<file path="config.mk">
export PLATFORM = sky130hd
export DESIGN_NAME = mem_access_ctrl
export DESIGN_NICKNAME = d
export VERILOG_FILES = /design/src/rtl/mem_access_ctrl.sv
export SDC_FILE = /design/constraint.sdc
export NUM_CORES = 1
export LEC_CHECK = 0
export CAP_MARGIN = 20
export CORE_MARGIN = 5
export CORE_UTILIZATION = 60
export CTS_BUF_LIST = sky130_fd_sc_hd__clkbuf_8
export CTS_CLUSTER_SIZE = 10
export DETAILED_ROUTE_END_ITERATION = 16
export DONT_BUFFER_PORTS = 1
export PLACE_DENSITY = 0.76
export RECOVER_POWER = 25
export SYNTH_ARGS = -nofsm -noshare
export SYNTH_HDL_FRONTEND = slang
export SYNTH_SLANG_ARGS = --single-unit
</file>
<file path="constraint.sdc">
create_clock -name clk -period 2 [get_ports clk]
set_input_delay 0.4 -clock clk [delete_from_list [all_inputs] [get_ports clk]]
set_output_delay 0.4 -clock clk [all_outputs]
set_load 0.005 [all_outputs]
</file>
<file path="src/rtl/mem_access_ctrl.sv">
// mem_access_ctrl: load/store initiator between the M-stage datapath and a
// word-organised data memory. One request in flight at a time. Sub-word
// stores are performed as read-modify-write of the containing word; sub-word
// loads are extracted from the read word and sign- or zero-extended.
// Misaligned or out-of-range requests get an error response with no memory
// cycle.
//
// state   | meaning
// --------+---------------------------------------------------------------
// IDLE    | ready for a request; classify and latch it on req_valid
// READ    | drive word address, capture mem_rdata into rbuf
// WRITE   | one-cycle word write (SW data or merged SH/SB word)
// RESP    | one-cycle good response, load data on resp_rdata
// ERR     | one-cycle error response, no memory access was made

module mem_access_ctrl #(
    parameter logic [31:0] MEM_BYTES = 32'h0000_1000
) (
    input  logic        clk,
    input  logic        reset,
    input  logic        req_valid,
    output logic        req_ready,
    input  logic [2:0]  req_op,
    input  logic [31:0] req_addr,
    input  logic [31:0] req_wdata,
    input  logic [31:0] req_pc,
    output logic        resp_valid,
    output logic        resp_err,
    output logic [31:0] resp_rdata,
    output logic [31:0] mem_addr,
    output logic [31:0] mem_wdata,
    output logic        mem_we,
    output logic [31:0] mem_pc,
    input  logic [31:0] mem_rdata
);

    localparam logic [2:0] OP_LW  = 3'b000;
    localparam logic [2:0] OP_LH  = 3'b001;
    localparam logic [2:0] OP_LHU = 3'b010;
    localparam logic [2:0] OP_LB  = 3'b011;
    localparam logic [2:0] OP_LBU = 3'b100;
    localparam logic [2:0] OP_SW  = 3'b101;
    localparam logic [2:0] OP_SH  = 3'b110;
    localparam logic [2:0] OP_SB  = 3'b111;

    typedef enum logic [2:0] {
        ST_IDLE  = 3'd0,
        ST_READ  = 3'd1,
        ST_WRITE = 3'd2,
        ST_RESP  = 3'd3,
        ST_ERR   = 3'd4
    } state_t;

    state_t      r_state;
    state_t      w_state_nxt;

    logic [2:0]  r_op;
    logic [31:0] r_addr;
    logic [31:0] r_wdata;
    logic [31:0] r_pc;
    logic [31:0] r_rbuf;

    logic        w_accept;
    logic        w_misaligned;
    logic        w_out_of_range;
    logic        w_req_err;
    logic        w_lat_is_load;
    logic [31:0] w_word_addr;
    logic [7:0]  w_byte;
    logic [15:0] w_half;
    logic [31:0] w_load_data;
    logic [31:0] w_merge;

    // A request is taken only while idle; synchronous reset has priority in
    // the register blocks, so a request coinciding with reset is ignored.
    assign w_accept = (r_state == ST_IDLE) && req_valid;

    // Classify the incoming request: alignment by access size, unsigned range check.
    always_comb begin
        w_misaligned = 1'b0;
        case (req_op)
            OP_LW, OP_SW:         w_misaligned = |req_addr[1:0];
            OP_LH, OP_LHU, OP_SH: w_misaligned = req_addr[0];
            default:              w_misaligned = 1'b0;
        endcase
    end

    assign w_out_of_range = (req_addr >= MEM_BYTES);
    assign w_req_err      = w_misaligned || w_out_of_range;

    assign w_lat_is_load  = (r_op <= OP_LBU);
    assign w_word_addr    = {r_addr[31:2], 2'b00};

    // FSM state register.
    always_ff @(posedge clk) begin
        if (reset) begin
            r_state <= ST_IDLE;
        end else begin
            r_state <= w_state_nxt;
        end
    end

    // FSM next-state logic.
    always_comb begin
        w_state_nxt = r_state;
        case (r_state)
            ST_IDLE: begin
                if (req_valid) begin
                    if (w_req_err) begin
                        w_state_nxt = ST_ERR;
                    end else if (req_op == OP_SW) begin
                        w_state_nxt = ST_WRITE;
                    end else begin
                        w_state_nxt = ST_READ;
                    end
                end
            end
            ST_READ:  w_state_nxt = w_lat_is_load ? ST_RESP : ST_WRITE;
            ST_WRITE: w_state_nxt = ST_RESP;
            ST_RESP:  w_state_nxt = ST_IDLE;
            ST_ERR:   w_state_nxt = ST_IDLE;
            default:  w_state_nxt = ST_IDLE;
        endcase
    end

    // Request latch on accept, read buffer capture during READ.
    always_ff @(posedge clk) begin
        if (reset) begin
            r_op    <= 3'b000;
            r_addr  <= 32'h0;
            r_wdata <= 32'h0;
            r_pc    <= 32'h0;
            r_rbuf  <= 32'h0;
        end else begin
            if (w_accept) begin
                r_op    <= req_op;
                r_addr  <= req_addr;
                r_wdata <= req_wdata;
                r_pc    <= req_pc;
            end
            if (r_state == ST_READ) begin
                r_rbuf <= mem_rdata;
            end
        end
    end

    // Select the addressed byte and halfword out of the read buffer.
    always_comb begin
        w_byte = r_rbuf[7:0];
        case (r_addr[1:0])
            2'd0: w_byte = r_rbuf[7:0];
            2'd1: w_byte = r_rbuf[15:8];
            2'd2: w_byte = r_rbuf[23:16];
            2'd3: w_byte = r_rbuf[31:24];
            default: w_byte = r_rbuf[7:0];
        endcase
        w_half = r_addr[1] ? r_rbuf[31:16] : r_rbuf[15:0];
    end

    // Load result formatting; stores respond with zero.
    always_comb begin
        w_load_data = 32'h0;
        case (r_op)
            OP_LW:   w_load_data = r_rbuf;
            OP_LH:   w_load_data = {{16{w_half[15]}}, w_half};
            OP_LHU:  w_load_data = {16'h0, w_half};
            OP_LB:   w_load_data = {{24{w_byte[7]}}, w_byte};
            OP_LBU:  w_load_data = {24'h0, w_byte};
            default: w_load_data = 32'h0;
        endcase
    end

    // Store word: full word for SW, read-modify-write merge for SH/SB.
    always_comb begin
        w_merge = r_rbuf;
        case (r_op)
            OP_SW: w_merge = r_wdata;
            OP_SH: begin
                if (r_addr[1]) begin
                    w_merge[31:16] = r_wdata[15:0];
                end else begin
                    w_merge[15:0] = r_wdata[15:0];
                end
            end
            OP_SB: begin
                case (r_addr[1:0])
                    2'd0: w_merge[7:0]   = r_wdata[7:0];
                    2'd1: w_merge[15:8]  = r_wdata[7:0];
                    2'd2: w_merge[23:16] = r_wdata[7:0];
                    2'd3: w_merge[31:24] = r_wdata[7:0];
                    default: w_merge = r_rbuf;
                endcase
            end
            default: w_merge = r_rbuf;
        endcase
    end

    // FSM outputs decoded from state; the write strobe is masked by reset so
    // a reset landing on the WRITE cycle cannot corrupt memory.
    always_comb begin
        req_ready  = 1'b0;
        resp_valid = 1'b0;
        resp_err   = 1'b0;
        resp_rdata = 32'h0;
        mem_addr   = 32'h0;
        mem_wdata  = 32'h0;
        mem_we     = 1'b0;
        case (r_state)
            ST_IDLE: req_ready = 1'b1;
            ST_READ: mem_addr = w_word_addr;
            ST_WRITE: begin
                mem_addr  = w_word_addr;
                mem_wdata = w_merge;
                mem_we    = !reset;
            end
            ST_RESP: begin
                resp_valid = 1'b1;
                resp_rdata = w_load_data;
            end
            ST_ERR: begin
                resp_valid = 1'b1;
                resp_err   = 1'b1;
            end
            default: req_ready = 1'b0;
        endcase
    end

    assign mem_pc = r_pc;

endmodule

</file>
* Yosys cells after proc, flatten, opt, wreduce, memory -nomap -nowiden *
Index checks and enable logic that the tools add are counted.

storage, ports and cells
  register bits = 134
  bits of input ports = 134
  logic and storage cells = 62

cells by class
  magnitude comparators = 2
  eq/ne operators = 19
  mux-type cells = 23
  reduce and logical (&&, ||, !) cells = 12

operator list
  kind                                                                      count
  32-bit one-hot mux with 5 select lines                                    1
  32-bit 2-to-1 mux                                                         3
  32-bit one-hot mux with 3 select lines                                    1
  16-bit 2-to-1 mux                                                         3
  32-bit by 13-bit >= comparator with 1-bit output (second input constant)  1
  8-bit 2-to-1 mux                                                          4
  8-bit one-hot mux with 4 select lines                                     1
  3-bit equality test (second input constant)                               7
  3-bit by 2-bit equality test with 1-bit output (second input constant)    5
  3-bit by 1-bit equality test with 1-bit output (second input constant)    3
  3-bit zero test                                                           3
  3-bit one-hot mux with 3 select lines                                     1
  2-bit OR reduction                                                        4
  3-bit 2-to-1 mux                                                          2
  1-bit 2-to-1 mux                                                          5
  2-bit equality test (second input constant)                               2
  3-bit less-or-equal comparator (second input constant)                    1
  3-bit OR reduction                                                        1
  2-bit by 1-bit equality test with 1-bit output (second input constant)    1
  2-bit zero test                                                           1
  2-bit 2-to-1 mux                                                          1
  2-bit != test (second input constant)                                     1
  1-bit one-hot mux with 2 select lines                                     1
  1-bit logical AND                                                         1
  other kinds (2)                                                           2

* Logic depth before layout (Yosys ltp) *
Gate-level depths: netlist of run 1.

  word-level depth = 7
  mapped depth = 8

* Worst setup path before layout of run 1 *
Ideal clock, no wire load.

  path type = register -> output
  from = reg r_addr[1]
  to = out resp_rdata[10]
  arrival time = 1445 ps
  path slack = 155 ps
  cell stages (with the launch flop) = 7
  path through = dfxtp_1 -> buf_4 -> mux2i_1 -> mux2_2 -> or3_1 -> buf_2 -> a21oi_1

on the way
  cells in the longest elaborated chain, start to end = 4
  elaborated cells between the ends (all ways) = 8
  classes of those cells = 3 x eq/ne; 4 x mux; 1 x reduce/logical

RTL lines
  item                                         line  text
  start, declared                              58    logic [31:0] r_addr;
  start signal, assigned                       137   r_addr <= req_addr;
  2-bit equality test (tied with other cells)  150   case (r_addr[1:0])
  8-bit one-hot mux with 4 select lines        150
  32-bit one-hot mux with 5 select lines *     163   case (r_op)
  32-bit 2-to-1 mux *                          208   case (r_state)
  end, declared                                29    output logic [31:0] resp_rdata,

Mark *: on every way between the ends. The rest lies on a longest branch, timed or not.

* Final worst setup path of run 1 *
  from = reg r_addr[1]
  to = out mem_wdata[12]

on the way
  cells in the longest elaborated chain, start to end = 4
  elaborated cells between the ends (all ways) = 5
  classes of those cells = 1 x eq/ne; 4 x mux

RTL lines
  item                                            line  text
  2-bit by 1-bit equality test with 1-bit output  186   case (r_addr[1:0])
  8-bit 2-to-1 mux                                186
  32-bit one-hot mux with 3 select lines *        176   case (r_op)
  32-bit 2-to-1 mux *                             208
  end, declared                                   31    output logic [31:0] mem_wdata,

Marks and branches as above.

==> flow_summary.yaml, run 1 <==
clocking:
  cts_buffers: 17
  tritoncts: "done"
  clkSlewWorstSetupHoldPaths_ns: 0.09
  numClockSinks: 134
  cts-htree-levels: 4
  cts_buffer_depth: 2
  root_buffer: "clkbuf_8"
  clk_latency_ns: 0.45
floorplanning:
  io_pins: 266
  core_region_area_mm2: 0.0114
  die_w_um: 118
  initial_core_util_pct: 61.1
  dieArea_mm2: 0.0138
  die_y_um: 118
  row_count: 39
status:
  violations: "setup timing"
  status: "finished with violations"
sta:
  fin_ws_ns: -0.515
  worstMarginPinSlew_ns: 0.874
  finalCriticalPeriod_ns: 2.52
  setup_viol: 90
  hold_viol: 0
  skew_ns: 0.0128
  rsz0062_at_grt: "true"
  finalCritPeriodShare_pct: 126
  max_freq_mhz: 398
  slew_violations: 0
  relSlewSlack_pct: 41.5
route:
  viasPerCell: 6.93
  highest_layer: "met4"
  wl_met3_um: 3990
  wl_per_cell_um: 25.8
  first_pass_iters: 10
  drtIter0Drc: 1260
  drc: 0
  wl_met1_um: 10100
  ant_nets: 0
  wl_met2_um: 14300
  vias: 8170
  wl_um: 30400
placed_design:
  hpwl_um: 17400
  gp_congestion: 0.925
  portBuffers: 0
  place_area_mm2: 0.00735
  pre_cts_ws_ns: -0.0629
grt:
  grt_overflow: 0
  grt_pass1_vias: 7748
  grt_pass1_wl_um: 42600
  grt_start_max_net_pins: 88
  grt_usage_pct: 38.5
  antenna_found_initial: 0
yosys:
  post-synth-top-count-cell: "nand2_1"
  synthTopCellsByCount: "nand2_1 (335), a21oi_1 (177), dfxtp_1 (134)"
  ys_warn_count: 0
  synth_seq_area_share_pct: 38.6
  synth.largest_area_cell: "dfxtp_1"
  yosysTopAreaCellShare_pct: 38.6
  async_reset_ff_share_pct: 0
  ys.flop_type: "dfxtp_1"
  synth_area_mm2: 0.00694
  synthTopCellsByArea: "dfxtp_1 (39%), nand2_1 (18%), a21oi_1 (13%)"
  ys_ff_latch: 134
  synth.distinct_cells: 63
  syn_inst: 964
  synth_edf_count: 0
  syn_avg_cell_area_um2: 7.20
power_and_ir_drop:
  p_leak_nw: 3.28
  power_density_mw_per_mm2: 615
  vdd_ir_drop_max_v: 0.000672
setup_path:
  endpoint_kind: "primary output"
  slowest_delay_ns: 0.40
  cp_cell_sequence: "buf_12 > nor3b_2 > o21a_1 > buf_6 > nand2_2 > a31oi_1 > buf_4"
  slowest_stage: "dfxtp_4"
  cp_max_fo: 8
  crit_arrival_ns: 2.12
  critPathLaunchType: "flop"
  cp_top_family: "buffers and inverters"
  required_ns: 1.60
  critical_path_class: "flop to primary output"
  cp_num_buf_inv: 3
flow_run:
  drv_cap: 0
layout:
  nNetsFinal: 1157
  num_antenna_cells: 0
  fin_area_mm2: 0.00962
  drive_gt1_share_pct: 32.2
  area_delta_synth_final_pct: 38.6
hold_path:
  hold_path.class: "input pin to flop"
==> worst reg2reg max path, delay by kind of cell (launching register included) <==
kind            cells  cell delay (ns)
simple gates        2             0.73
compound gates      1             0.13
flops               1             0.33
buf+inv             2             0.64
==> cell usage in the layout, fill, tap and decap left out, types with 7 or more instances in the layout <==
cell type | synthesis | layout
a21oi_2 | 1 | 11
nand2_1 | 335 | 317
dlygate4sd3_1 | 0 | 11
o21ai_0 | 14 | 7
buf_4 | 8 | 65
dfxtp_1 | 134 | 127
nand2_2 | 0 | 11
nor2_1 | 18 | 12
buf_12 | 0 | 18
a22oi_2 | 0 | 13
clkbuf_8 | 0 | 17
a21oi_1 | 177 | 132
mux4_2 | 7 | 7
nand2_4 | 0 | 7
o22ai_2 | 0 | 7
a222oi_1 | 8 | 8
and2_4 | 0 | 30
a32oi_2 | 0 | 9
a21oi_4 | 0 | 35
buf_6 | 1 | 17
inv_1 | 7 | 9
==> kinds of logic after synthesis <==
group / after synthesis / share of synthesized area [%]
and+or+nand+nor: 433 / 27.0
buffers and inverters: 96 / 6.33
other: 1 / 0.0540
AOI/OAI and AO/OA: 283 / 24.3
adders and majority gates: 1 / 0.144
muxes: 14 / 3.30
DFF: 134 / 38.6
xor gates and xnor gates: 2 / 0.252
==> final cells by class <==
type,instances,area [µm²]
repair buffers,127,1490
flip-flops and latches,134,2700
clock buffers,17,234
inverters,8,30.0
multi-input cells,735,4830
clock inverters,15,151
fillers,644,1750
well taps,143,179
==> final timing paths <==
check / depth (start not counted) / slack, ns / from / endpoint
min: 1 / 0.04 / reset / r_wdata[4]
max reg2reg: 5 / 0.02 / r_state[2] / r_rbuf[27]
min reg2reg: 2 / 0.46 / r_addr[7] / r_addr[7]
max: 7 / -0.52 / r_addr[1] / mem_wdata[12]
==> sequential cells by signal, indices dropped and copies added, names as in the netlist <==
name / flops
r_wdata: 32
r_state: 3
r_addr: 32
r_op: 3
r_rbuf: 32
mem_pc: 32
==> per-layer routing <==
metal	global-route usage, %	vias to the layer above
met3	13.3	204
met2	63.0	736
li1	-	3440
met1	45.1	3790
met4	17.9	0
met5	0	-
==> power breakdown <==
| group | internal, W | switching, W |
|---|---|---|
| clock | 0.00111 | 0.00114 |
| combinational | 0.000320 | 0.000445 |
| sequential | 0.00278 | 0.000111 |
==> through the flow <==
| stage | hold WS [ns] | total power, W | TNS (ns) | util [%] | cells |
|---|---|---|---|---|---|
| after floorplan | 0.432 | 0.00331 | 0 | - | 965 |
| after global placement | 0.432 | 0.00342 | -0.00233 | 64.6 | 1088 |
| after detailed placement | 0.438 | 0.00345 | -0.379 | 64.6 | 1088 |
| after CTS | 0.000200 | 0.00580 | -24.78 | 79.9 | 1163 |
| after global routing | 0.0120 | 0.00612 | -31.77 | 84.6 | 1179 |
| final | 0.0419 | 0.00591 | -26.67 | 84.6 | 1179 |
==> what timing repair did <==
item                                    CTS  global route
endpoints found under the setup margin   95            95
hold buffers                              9             4
pin swaps                                55            53
setup buffers                            23            18
hold endpoints to repair                 31            52
cloned                                   11             1
resized for setup                       191            89
(Power assumes the default switching activity.)
==> inputs of run 2 (changes only) <==
==> constraint.sdc (replaced) <==
create_clock -name clk -period 2 [get_ports clk]
set_input_delay 0.4 -clock clk [delete_from_list [all_inputs] [get_ports clk]]
set_output_delay 0.4 -clock clk [all_outputs]
set_load 0.1 [all_outputs]
==> run 2 against run 1 <==
- area after synthesis did not move
- synthesized cell count did not move
- the run now fails in clock tree synthesis
==> flow_summary.yaml, run 2 <==
status:
  status: "aborted with a tool error"
  haltStage: "clock tree synthesis"
  stop_error: "[ERROR DPL-0038] Utilization greater than 100%, impossible to legalize"
clocking:
  cts-htree-levels: 4
  cts_buffer_depth: 2
  cts_buffers: 17
  root_buffer: "clkbuf_8"
  hold_buffers: 1
  numClockSinks: 134
  ctsResizeCount: 192
  post_cts_buffers: 34
placed_design:
  portBuffers: 0
  hpwl_um: 24400
  gp_congestion: 1.06
  place_area_mm2: 0.0106
yosys:
  post-synth-top-count-cell: "nand2_1"
  synth.largest_area_cell: "dfxtp_1"
  ys_warn_count: 0
  syn_avg_cell_area_um2: 7.20
  ys.flop_type: "dfxtp_1"
  synth.distinct_cells: 63
  yosysTopAreaCellShare_pct: 38.6
  synthTopCellsByCount: "nand2_1 (335), a21oi_1 (177), dfxtp_1 (134)"
  synth_edf_count: 0
  ys_ff_latch: 134
  synth_area_mm2: 0.00694
  async_reset_ff_share_pct: 0
  synthTopCellsByArea: "dfxtp_1 (39%), nand2_1 (18%), a21oi_1 (13%)"
  synth_seq_area_share_pct: 38.6
  syn_inst: 964
floorplanning:
  io_pins: 266
  initial_core_util_pct: 61.1
  row_count: 39
  die_w_um: 118
  die_y_um: 118
==> run 2: cell counts after synthesis <==
No cell type changed its count.
==> run 2: logic make-up after synthesis <==
family	share of synthesized area (%)
adder cells (fa/ha/maj)	0.144
multiplexers	3.30
AO/OA/AOI/OAI	24.3
XOR/XNOR	0.252
other	0.0540
flip-flops	38.6
AND/OR/NAND/NOR	27.0
buffers and inverters	6.33
==> run 2: metrics by stage <==
stage / utilization (%) / setup slack, ns / std cells
after detailed placement: 93.7 / -0.348 / 1248
after floorplan: - / -0.548 / 965
after global placement: 93.7 / -0.239 / 1248
==> inputs of run 3 (changes only) <==
--- a/config.mk
+++ b/config.mk
@@ -7,12 +7,10 @@
 export LEC_CHECK = 0
 export CAP_MARGIN = 20
 export CORE_MARGIN = 5
-export CORE_UTILIZATION = 60
-export CTS_BUF_LIST = sky130_fd_sc_hd__clkbuf_8
-export CTS_CLUSTER_SIZE = 10
+export CORE_UTILIZATION = 40
 export DETAILED_ROUTE_END_ITERATION = 16
 export DONT_BUFFER_PORTS = 1
-export PLACE_DENSITY = 0.76
+export PLACE_DENSITY_LB_ADDON = 0.15
 export RECOVER_POWER = 25
 export SYNTH_ARGS = -nofsm -noshare
 export SYNTH_HDL_FRONTEND = slang
==> run 3 against run 2 <==
- the flow now finishes, with violations (setup timing)
==> flow_summary.yaml, run 3 (synthesis results as in run 1) <==
route:
  first_pass_iters: 6
  wl_um: 28300
  wl_per_cell_um: 20.2
  drtIter0Drc: 804
  vias: 7843
  viasPerCell: 5.61
  ant_nets: 0
  drc: 0
grt:
  grt_pass1_wl_um: 43000
  grt_start_max_net_pins: 136
  grt_pass1_vias: 7855
  grt_busiest_layer: "met2"
  met1_usage_pct: 31.9
  met2_usage_pct: 45.7
  grt_overflow: 0
  met3_usage_pct: 8.22
  antenna_found_initial: 0
  grt_usage_pct: 27.1
floorplanning:
  die_w_um: 142
  initial_core_util_pct: 40.4
  die_y_um: 142
  io_pins: 266
  row_count: 48
  core_region_area_mm2: 0.0172
  dieArea_mm2: 0.0201
power_and_ir_drop:
  vdd_ir_drop_max_v: 0.000555
  power_density_mw_per_mm2: 567
  p_leak_nw: 4.27
setup_path:
  r2r_slack_ns: 0.13
  critPathLaunchType: "flop"
  cp_max_fo: 7
  critical_path_class: "flop to primary output"
  required_ns: 1.60
  endpoint_kind: "primary output"
  crit_arrival_ns: 2.17
placed_design:
  portBuffers: 0
  gp_congestion: 0.920
  dp.cells: 1341
  hpwl_um: 20400
layout:
  drive_gt1_share_pct: 41.1
  final_cell_mix: "nand2_1 (331), a21oi_1 (132), dfxtp_1 (127)"
  nNetsFinal: 1294
  regArea_mm2: 0.00270
  area_delta_synth_final_pct: 75.3
  fillCellCount: 1333
  num_antenna_cells: 0
  final_cell_count_no_fill: 1398
  multi_input_area_mm2: 0.00506
  final_common_cell: "nand2_1"
clocking:
  tritoncts: "done"
  numClockSinks: 134
  cts_buffers: 17
  clk_latency_ns: 0.42
  hold_buffers: 0
  clkSlewWorstSetupHoldPaths_ns: 0.06
  root_buffer: "clkbuf_16"
  cts-htree-levels: 4
  cts_buffer_depth: 2
sta:
  finalCritPeriodShare_pct: 129
  finalCriticalPeriod_ns: 2.57
  rsz0062_at_grt: "true"
  max_freq_mhz: 388
  hold_viol: 0
  setup_viol: 96
  fin_ws_ns: -0.574
  slew_violations: 0
  worstMarginPinSlew_ns: 0.672
  relSlewSlack_pct: 55.2
  skew_ns: 0.00679
  fin_tns_setup_ns: -38.81
  holdWs_ns: 0.0435
hold_path:
  hold_path.class: "input pin to flop"
flow_run:
  drv_cap: 0
status:
  violations: "setup timing"
  status: "finished with violations"
run 3: timing repair:
item | 4_1_cts | 5_1_grt
pin swaps | 32 | 31
gates resized for setup | 98 | 48
cloned | 6 | 1
setup endpoints to repair | 96 | 97
buffers inserted | 11 | 8
run 3: final timing paths:
path	endpoint	from	depth (start not counted)
hold / removal	mem_pc[15]	reset	1
setup / recovery	mem_wdata[31]	r_addr[1]	7
hold reg to reg	r_addr[27]	r_addr[27]	2
setup reg to reg	r_rbuf[12]	r_state[0]	5
run 3: where the power goes:
part,internal (W),leakage (nW),switching [W]
registers,0.00279,1.10,0.0000723
clock network,0.00176,0.260,0.00127
logic,0.000307,2.91,0.000711
total,0.00485,4.27,0.00205
run 3: final cells by class:
cell class              count  area share, %
multi-input cells         735           41.6
clock buffers              20           3.67
flip-flops and latches    134           22.2
clock inverters            12          0.987
inverters                   8          0.267
well taps                 225           2.31
repair buffers            264           29.0
run 3: critical path: stages (launching register included):
cell      delay (ns)
dfxtp_4         0.37
buf_6           0.14
and2_4          0.18
a31o_4          0.24
a222oi_1        0.42
buf_4           0.21
nor2_4          0.04
buf_12          0.16
run 3: per-layer routing:
metal	up-vias	share of wire (%)
li1	3709	-
met1	3704	38
met3	75	8.7
met2	355	50
met4	0	3.5
met5	-	0
run 3: per-stage QoR:
stage | power [W] | utilization [%] | cell area (µm²) | setup slack [ns]
after CTS | 0.00693 | 69.7 | 12000 | -0.523
after floorplan | 0.00367 | - | 8050 | -0.548
final | 0.00690 | 70.9 | 12200 | -0.574
after detailed placement | 0.00388 | 63.4 | 10900 | -0.222
after global routing | 0.00714 | 70.9 | 12200 | -0.622
after global placement | 0.00386 | 63.4 | 10900 | -0.229
==> inputs of run 4 (changes only) <==
--- a/config.mk
+++ b/config.mk
@@ -10,6 +10,7 @@
 export CORE_UTILIZATION = 40
 export DETAILED_ROUTE_END_ITERATION = 16
 export DONT_BUFFER_PORTS = 1
+export GPL_ROUTABILITY_DRIVEN = 0
 export PLACE_DENSITY_LB_ADDON = 0.15
 export RECOVER_POWER = 25
 export SYNTH_ARGS = -nofsm -noshare
==> constraint.sdc (replaced) <==
create_clock -name clk -period 2.6 [get_ports clk]
set_input_delay 0.52 -clock clk [delete_from_list [all_inputs] [get_ports clk]]
set_output_delay 0.52 -clock clk [all_outputs]
set_load 0.1 [all_outputs]
==> run 4 against run 3 <==
- the flow still finishes with violations (setup timing)
- register-to-register slack gained 0.26 ns
- largest cell class unchanged
- count of clock-buffer cells in the layout is the same
- critical path depth down 1
- sequential power decreased by 23%
- wire length shrank 7.7%
- combinational power decreased by 34%
- final cell count is 5.8% lower
- power shrank 25%
- sequential share of layout area grew 2.8 points
- critical endpoint is now resp_rdata[3]
- via count is 5.1% lower
- worst hold slack better by 0.12 ns
- final area fell by 11%
==> flow_summary.yaml, run 4 (synthesis results as in run 1) <==
status:
  status: "finished with violations"
  violations: "setup timing"
sta:
  skew_ns: 0.00766
  finalCriticalPeriod_ns: 2.68
  setup_viol: 42
  max_freq_mhz: 374
  hold_viol: 0
  worstMarginPinSlew_ns: 1.39
  relSlewSlack_pct: 7.43
  fin_ws_ns: -0.0753
  rsz0062_at_grt: "true"
  slew_violations: 0
  finalCritPeriodShare_pct: 103
floorplanning:
  core_region_area_mm2: 0.0172
  die_w_um: 142
  die_y_um: 142
  dieArea_mm2: 0.0201
  row_count: 48
  io_pins: 266
  initial_core_util_pct: 40.4
layout:
  final_cell_mix: "nand2_1 (334), a21oi_1 (132), dfxtp_1 (127)"
  multi_input_area_mm2: 0.00449
  num_antenna_cells: 0
  nNetsFinal: 1213
  fillCellCount: 1534
  drive_gt1_share_pct: 28.7
  post-route-util_pct: 62.8
  area_delta_synth_final_pct: 55.3
  final_common_cell: "nand2_1"
  regArea_mm2: 0.00270
route:
  drc: 0
  wl_met1_um: 9670
  vias: 7441
  wl_met2_um: 12500
  wl_per_cell_um: 19.8
  wl_um: 26100
  ant_nets: 0
  highest_layer: "met4"
  viasPerCell: 5.65
  wl_met3_um: 2950
  drtIter0Drc: 747
  first_pass_iters: 6
setup_path:
  setup.worst_path.start: "r_op[1]"
  endpoint_kind: "primary output"
  required_ns: 2.08
  r2r-start: "r_state[2]"
  critPathLaunchType: "flop"
  r2r_slack_ns: 0.39
  critical_path_class: "flop to primary output"
  cp_max_fo: 8
  crit_arrival_ns: 2.16
clocking:
  clk_latency_ns: 0.42
  tritoncts: "done"
  cts-htree-levels: 4
  cts_buffer_depth: 2
  clkSlewWorstSetupHoldPaths_ns: 0.06
  cts_buffers: 17
  root_buffer: "clkbuf_16"
  numClockSinks: 134
grt:
  grt_overflow: 0
  antenna_found_initial: 0
  grt_usage_pct: 25.2
  grt_pass1_vias: 7290
  grt_start_max_net_pins: 136
  grt_pass1_wl_um: 40100
placed_design:
  portBuffers: 0
  hpwl_um: 19000
  pre_cts_ws_ns: 0.104
power_and_ir_drop:
  vdd_ir_drop_max_v: 0.000447
  power_density_mw_per_mm2: 482
  p_leak_nw: 3.54
  total_power_w: 0.00520
flow_run:
  drv_cap: 0
hold_path:
  min_from: "reset"
  hold_path.class: "input pin to flop"
run 4: changes by cell type in the layout (fill, tap and decap cells not counted), sizes merged:
cell and change:
buf -73, clkbuf -9, clkinv +1, clkinvlp -1
o21a +1
run 4: per-stage QoR:
step	std cells	TNS, ns	instance area, µm²	hold slack (ns)
after global routing	1317	-5.84	10800	0.154
final	1317	-1.82	10800	0.163
after CTS	1317	-1.92	10800	0.156
after floorplan	965	-9.91	7500	0.432
after detailed placement	1272	0	9970	0.436
after global placement	1272	0	9970	0.431
run 4: where the power goes:
| group | total [W] | internal [W] | switching (W) |
|---|---|---|---|
| registers | 0.00220 | 0.00214 | 0.0000613 |
| clock network | 0.00231 | 0.00138 | 0.000936 |
| logic | 0.000677 | 0.000180 | 0.000497 |
| total | 0.00520 | 0.00370 | 0.00149 |
run 4: repair_timing:
item	in CTS	in global routing
setup endpoints to repair	64	64
gates cloned	4	0
pin swaps	9	8
hold buffers	0	0
hold endpoints to repair	0	0
buffers inserted	9	0
resized for setup	35	15
run 4: worst max-delay path, stage by stage, from the launching register on:
cell,delay [ns]
dfxtp_4,0.36
buf_8,0.13
o21a_4,0.25
or3_4,0.45
buf_16,0.20
a21oi_4,0.16
buf_12,0.19
run 4: worst paths after layout:
check                                     end  cells past startpoint
worst min-delay path               mem_pc[26]                      1
worst max register to register     r_wdata[8]                      5
worst max-delay path            resp_rdata[3]                      6
worst min register to register     r_addr[21]                      2
run 4: cell type report:
| type | instances | share of cell area [%] |
|---|---|---|
| multi-input cells | 736 | 41.7 |
| well taps | 225 | 2.61 |
| clock buffers | 20 | 4.24 |
| inverters | 8 | 0.302 |
| clock inverters | 12 | 1.09 |
| flip-flops and latches | 134 | 25.0 |
| repair buffers | 182 | 25.1 |
run 4: routing by layer:
layer,global-route usage (%),vias up
met5,0,-
met4,10.1,0
met3,9.71,66
met2,41.2,376
met1,29.7,3449
li1,-,3550
